$ cat src/rtl/stream_buf_pkg.sv
// stream_buf_pkg: shared types and mode constants for the stream buffer
package stream_buf_pkg;
  typedef enum logic [1:0] {IDLE, RECV, DISCARD} rx_state_e;
  localparam bit MODE_CUT = 1'b0;
  localparam bit MODE_SAF = 1'b1;
endpackage

$ cat src/rtl/stream_buf_dut_ram.sv
// sync_fifo_ram: DEPTH x W storage, one synchronous write port, one asynchronous read port
module sync_fifo_ram #(
  parameter int DEPTH = 16,
  parameter int W     = 9
) (
  input  logic                     clk,
  input  logic                     we_i,
  input  logic [$clog2(DEPTH)-1:0] waddr_i,
  input  logic [W-1:0]             wdata_i,
  input  logic [$clog2(DEPTH)-1:0] raddr_i,
  output logic [W-1:0]             rdata_o
);
  logic [W-1:0] mem_q [DEPTH];
  // storage is deliberately not reset; pointers alone define valid contents
  always_ff @(posedge clk) if (we_i) mem_q[waddr_i] <= wdata_i;
  assign rdata_o = mem_q[raddr_i];
endmodule

$ cat src/rtl/stream_buf_dut.sv
// stream_buf_dut: frame buffer between rx_dv/rxd and a valid/ready tx port, cut-through or store-and-forward
module stream_buf_dut
  import stream_buf_pkg::*;
#(
  parameter int DATA_W    = 8,
  parameter int DEPTH     = 16,
  parameter int STORE_FWD = 0
) (
  input  logic                       clk,
  input  logic                       rst,
  input  logic [DATA_W-1:0]          rxd,
  input  logic                       rx_dv,
  output logic [DATA_W-1:0]          txd,
  output logic                       tx_en,
  output logic                       tx_last,
  input  logic                       tx_rdy,
  output logic [$clog2(DEPTH):0]     level,
  output logic                       ovf,
  input  logic                       clr_ovf
);
  localparam int AW = $clog2(DEPTH);
  localparam int PW = AW + 1;
  localparam bit SAF = (STORE_FWD != 0) ? MODE_SAF : MODE_CUT;
  localparam logic [PW-1:0] DEPTH_L = PW'(DEPTH);

  typedef struct packed {
    logic              last;
    logic [DATA_W-1:0] data;
  } entry_t;

  rx_state_e         state_q, state_d;
  logic [DATA_W-1:0] pend_q;
  logic              pend_vld_q;
  logic [PW-1:0]     wr_ptr_q, wr_ptr_d, rd_ptr_q, rd_ptr_d, commit_q, commit_d;
  logic [DATA_W-1:0] txd_q;
  logic              tx_en_q, tx_last_q, ovf_q, ovf_d;
  logic              full, wr_try, wr_en, wr_drop, readable, pop;
  entry_t            wr_entry, rd_entry;

  assign full     = (wr_ptr_q[AW] != rd_ptr_q[AW]) && (wr_ptr_q[AW-1:0] == rd_ptr_q[AW-1:0]);
  assign wr_entry = '{last: !rx_dv, data: pend_q};
  assign readable = rd_ptr_q != (SAF ? commit_q : wr_ptr_q);
  assign pop      = readable && (!tx_en_q || tx_rdy);

  // input stage: hold each sampled byte one cycle so its last flag is known when written
  always_ff @(posedge clk or posedge rst)
    if (rst) begin
      pend_q     <= '0;
      pend_vld_q <= 1'b0;
    end else begin
      pend_q     <= rx_dv ? rxd : pend_q;
      pend_vld_q <= rx_dv;
    end

  // rx FSM state register
  always_ff @(posedge clk or posedge rst)
    if (rst) state_q <= IDLE;
    else     state_q <= state_d;

  // rx FSM next state; an overflow on the final byte goes straight to IDLE so the next frame is not swallowed
  always_comb begin
    state_d = state_q;
    unique case (state_q)
      IDLE:    state_d = rx_dv ? RECV : IDLE;
      RECV:    state_d = !rx_dv ? IDLE : wr_drop ? DISCARD : RECV;
      DISCARD: state_d = rx_dv ? DISCARD : IDLE;
      default: state_d = IDLE;
    endcase
  end

  // rx FSM outputs: write the pending byte while receiving, drop it when full
  always_comb begin
    wr_try  = pend_vld_q && (state_q == RECV);
    wr_en   = wr_try && !full;
    wr_drop = wr_try && full;
  end

  // pointer, commit and overflow next-state; store-fwd rewinds a truncated frame to the last commit
  always_comb begin
    wr_ptr_d = wr_en ? wr_ptr_q + 1'b1 : (wr_drop && SAF) ? commit_q : wr_ptr_q;
    commit_d = (SAF && wr_en && !rx_dv) ? wr_ptr_q + 1'b1 : commit_q;
    rd_ptr_d = pop ? rd_ptr_q + 1'b1 : rd_ptr_q;
    ovf_d    = wr_drop || (ovf_q && !clr_ovf);
  end

  // pointer and sticky overflow registers
  always_ff @(posedge clk or posedge rst)
    if (rst) begin
      wr_ptr_q <= '0;
      rd_ptr_q <= '0;
      commit_q <= '0;
      ovf_q    <= 1'b0;
    end else begin
      wr_ptr_q <= wr_ptr_d;
      rd_ptr_q <= rd_ptr_d;
      commit_q <= commit_d;
      ovf_q    <= ovf_d;
    end

  // registered output stage: reload on pop, otherwise hold until the beat is accepted
  always_ff @(posedge clk or posedge rst)
    if (rst) begin
      txd_q     <= '0;
      tx_last_q <= 1'b0;
      tx_en_q   <= 1'b0;
    end else if (pop) begin
      txd_q     <= rd_entry.data;
      tx_last_q <= rd_entry.last;
      tx_en_q   <= 1'b1;
    end else if (tx_rdy) begin
      tx_en_q   <= 1'b0;
    end

  sync_fifo_ram #(.DEPTH(DEPTH), .W(DATA_W + 1)) u_ram (
    .clk     (clk),
    .we_i    (wr_en),
    .waddr_i (wr_ptr_q[AW-1:0]),
    .wdata_i (wr_entry),
    .raddr_i (rd_ptr_q[AW-1:0]),
    .rdata_o (rd_entry)
  );

  assign txd     = txd_q;
  assign tx_en   = tx_en_q;
  assign tx_last = tx_last_q;
  assign level   = wr_ptr_q - rd_ptr_q;
  assign ovf     = ovf_q;

  a_hold:  assert property (@(posedge clk) disable iff (rst) tx_en_q && !tx_rdy |=> $stable({tx_en_q, txd_q, tx_last_q}));
  a_level: assert property (@(posedge clk) disable iff (rst) level <= DEPTH_L);
  a_ovf:   assert property (@(posedge clk) disable iff (rst) $fell(ovf_q) |-> $past(clr_ovf));
endmodule

$ cat config.mk
export PLATFORM = sky130hd
export DESIGN_NAME = stream_buf_dut
export DESIGN_NICKNAME = d
export VERILOG_FILES = /design/src/rtl/stream_buf_pkg.sv /design/src/rtl/stream_buf_dut_ram.sv /design/src/rtl/stream_buf_dut.sv
export SDC_FILE = /design/constraint.sdc
export NUM_CORES = 1
export LEC_CHECK = 0
export CORE_MARGIN = 2
export CORE_UTILIZATION = 37
export CTS_CLUSTER_SIZE = 8
export DETAILED_ROUTE_END_ITERATION = 12
export PLACE_DENSITY_LB_ADDON = 0.2
export SYNTH_ARGS = -nofsm -noshare
export SYNTH_HDL_FRONTEND = slang
export SYNTH_SLANG_ARGS = --single-unit
$ cat constraint.sdc
create_clock -name clk -period 5.2 [get_ports clk]
set_input_delay 0.52 -clock clk [delete_from_list [all_inputs] [get_ports clk]]
set_output_delay 0.52 -clock clk [all_outputs]
set_load 0.02 [all_outputs]
==> results_dict.tcl <==
set metrics [dict create \
    status "finished, final reports clean" \
    fin_nets 437 \
    yosys.area.top_type "edfxtp_1" \
    dr.pass1.iters 4 \
    cp-end-kind "output port" \
    ios 29 \
    postCtsSetupBuffers 0 \
    path_max_fanout 31 \
    cpLargestDelayFamily "buffers and inverters" \
    layout_common_cells "edfxtp_1 (144), mux4_2 (36), nor2_1 (31), dfrtp_1 (31), clkdlybuf4s50_1 (28)" \
    syn_to_final_growth_pct 16.1 \
    relSlewSlack_pct 41.8 \
    clk_latency_ns 0.43 \
    n_antenna_cell 0 \
    worst_slew_pin_slew_ns 0.870 \
    synth-main-ff-cell "edfxtp_1" \
    seq_area_mm2 0.00513 \
    leakage_uw 0.00278 \
    h-tree-depth 4 \
    period_needed_ns 3.55 \
    setup_viol 0 \
    yosysTopAreaCellShare_pct 61.3 \
    internal_power_uw 3160 \
    vias 3423 \
    cts.repair.resized 0 \
    syn_inst 375 \
    antenna_found_initial 0 \
    seq_area_frac_synth_pct 72.7 \
    syn-num-nets 398 \
    cts_made_buffers 17 \
    slew_violations 0 \
    crit_type "reg2out" \
    clkTransAtPathRegs_ns 0.07 \
    drtIter0Drc 229 \
    pwr-share-seq_pct 39.1 \
    dpl.hpwl_mm 9.23 \
    post-route-drc-count 0 \
    hold_path_class "reg2reg" \
    async_reset_ff_share_pct 18.2 \
    synth_area_leaders "edfxtp_1 (61%), mux4_2 (11%), dfrtp_1 (11%), nor2_1 (1.6%), ha_1 (1.6%)" \
    rsz0062_at_grt "no" \
    grt_first_pass_wirelength_mm 22.3 \
    worstPathRequired_ns 4.68 \
    p_switching_uw 1520 \
    wl_per_cell_um 21.9 \
    fmax_mhz 281 \
    syn_area_mm2 0.00705 \
    cp-start-kind "flip-flop" \
    port_buffers 28 \
    fillers 1605 \
    finalPower_uw 4680 \
    initial_utilization_pct 37.7 \
    cts_sinks 176 \
    dpl_cell_area_mm2 0.00757 \
    clock_power_share_pct 28.3 \
    ys_warn_count 0 \
    critPathArrivalTime_ns 3.03 \
    maxCapViolCount 0 \
    p_sw_share_pct 32.4 \
    synth_edf_count 144 \
    cp_num_buf_inv 3 \
    num_rows 50 \
    grt_pass1_vias 3560 \
    ctsHoldBuffers 0 \
    wirelength_mm 14.5 \
    hold_viol_final 0 \
    ctsRootBufferMaster "clkbuf_16" \
    slowest_delay_ns 0.62 \
    layout_commonest_cell "edfxtp_1" \
    multi_input_area_mm2 0.00176 \
    cts_buffer_depth 2 \
    die_w_um 142 \
    place_congestion 0.786 \
    pwr_density_cell_mw_per_mm2 572 \
    stdcell_area_mm2 0.00819 \
    grt_max_degree 41 \
    dieArea_mm2 0.0202 \
    ant_nets 0 \
    synth_area_per_cell_um2 18.8 \
    via_per_inst 5.18 \
    synth.distinct_cells 38 \
    cts_tree "yes" \
    die_height_um 142 \
    ir_worst_vdd_v 0.000254 \
    cp_cell_sequence "buf_4, inv_1, ha_1, a21o_1, a21oi_1, xnor2_1, clkdlybuf4s50_1" \
    overflow 0 \
    combPwrFrac_pct 32.6 \
    ys_ff_latch 176 \
    cp_slowest_cell "clkdlybuf4s50_1" \
    drive_gt1_share_pct 21.1 \
    finalClockSkew_ns 0.00526 \
    setup_tns_ns 0 \
    fin_crit_sh_pct 68.4 \
    core_area_mm2 0.0187 \
    grt_usage_pct 15.5 \
]
-- sequential cells by signal, summed over array words and instances (netlist names) --
name,flops
tx_last,1
ovf,1
state_q,2
txd,8
rd_ptr_q,5
tx_en,1
u_ram.mem_q,144
pend_vld_q,1
pend_q,8
wr_ptr_q,5
-- synthesized netlist by cell type (2+ instances only) --
| cell | instances |
|---|---|
| edfxtp_1 | 144 |
| buf_6 | 3 |
| xnor2_1 | 10 |
| inv_1 | 12 |
| o21ai_0 | 11 |
| mux4_2 | 36 |
| a22o_1 | 9 |
| nand4_1 | 5 |
| mux2_2 | 8 |
| mux2i_1 | 9 |
| clkbuf_1 | 4 |
| buf_2 | 3 |
| nand2_1 | 10 |
| dfrtp_1 | 32 |
| ha_1 | 9 |
| nor2_1 | 31 |
| buf_4 | 2 |
| nand2b_1 | 2 |
| nor3_1 | 5 |
| a21o_1 | 2 |
| a21oi_1 | 11 |
-- kinds of logic after synthesis --
logic type	count (synthesis)	synth area share, %
flip-flops	176	72.7
AND/OR/NAND/NOR	57	3.60
multiplexers	53	14.1
AO/OA/AOI/OAI	38	3.67
buffers and inverters	29	2.38
XOR/XNOR	12	1.76
adder cells (fa/ha/maj)	10	1.88
-- per-layer routing --
layer / up-vias / routed length (µm) / track usage (%)
met5: - / 0 / 0
met4: 0 / 312 / 6.00
met3: 27 / 531 / 4.24
met2: 64 / 6610 / 22.5
met1: 1792 / 7030 / 22.2
li1: 1540 / - / -
-- worst reg2reg max path: stages (launching register included) --
cell and delay (ns):
dfrtp_1 0.32, buf_4 0.44, inv_1 0.31, ha_1 0.39, and4_1 0.20, a21oi_4 0.30
nand2_1 0.19, nor2_1 0.70
-- path summary, 6_finish.rpt --
check	from	endpoint	slack, ns	cells past startpoint
hold / removal	state_q[1]$_DFF_PP0_	state_q[0]$_DFF_PP0_	0.45	1
hold reg to reg	state_q[1]$_DFF_PP0_	state_q[0]$_DFF_PP0_	0.45	1
min in group asynchronous	rst	state_q[0]$_DFF_PP0_	0.49	3
setup reg to reg	rd_ptr_q[1]$_DFFE_PP0P_	u_ram.mem_q[10][2]$_DFFE_PP_	1.96	7
setup / recovery	rd_ptr_q[1]$_DFFE_PP0P_	level[3]	1.65	7
max in group asynchronous	rst	rd_ptr_q[0]$_DFFE_PP0P_	4.35	3
-- final cells by class --
| class | instances | share of cell area, % |
|---|---|---|
| clock buffers | 18 | 5.37 |
| clock inverters | 14 | 2.17 |
| inverters | 13 | 0.596 |
| multi-input cells | 170 | 21.5 |
| flip-flops and latches | 176 | 62.6 |
| well taps | 234 | 3.58 |
| repair buffers | 36 | 4.16 |
-- per-stage QoR --
step | hold slack, ns | worst slack [ns] | util, % | instances
global route | 0.472 | 1.39 | 43.8 | 661
detailed placement | 0.447 | 1.88 | 40.5 | 629
global placement | 0.430 | 1.97 | 40.5 | 629
finish | 0.448 | 1.65 | 43.8 | 661
floorplan | 0.414 | 2.35 | - | 375
CTS | 0.456 | 1.57 | 43.8 | 661
-- power by group through the flow --
| stage | clock (µW) | combinational, µW | sequential (µW) |
|---|---|---|---|
| after floorplan | 0 | 1050 | 1840 |
| after global routing | 1400 | 1660 | 1850 |
| after detailed placement | 0 | 1540 | 1860 |
| after CTS | 1340 | 1550 | 1830 |
| after global placement | 0 | 1530 | 1860 |
| final | 1320 | 1530 | 1830 |
Note: power is estimated with default switching activity, not from simulation.
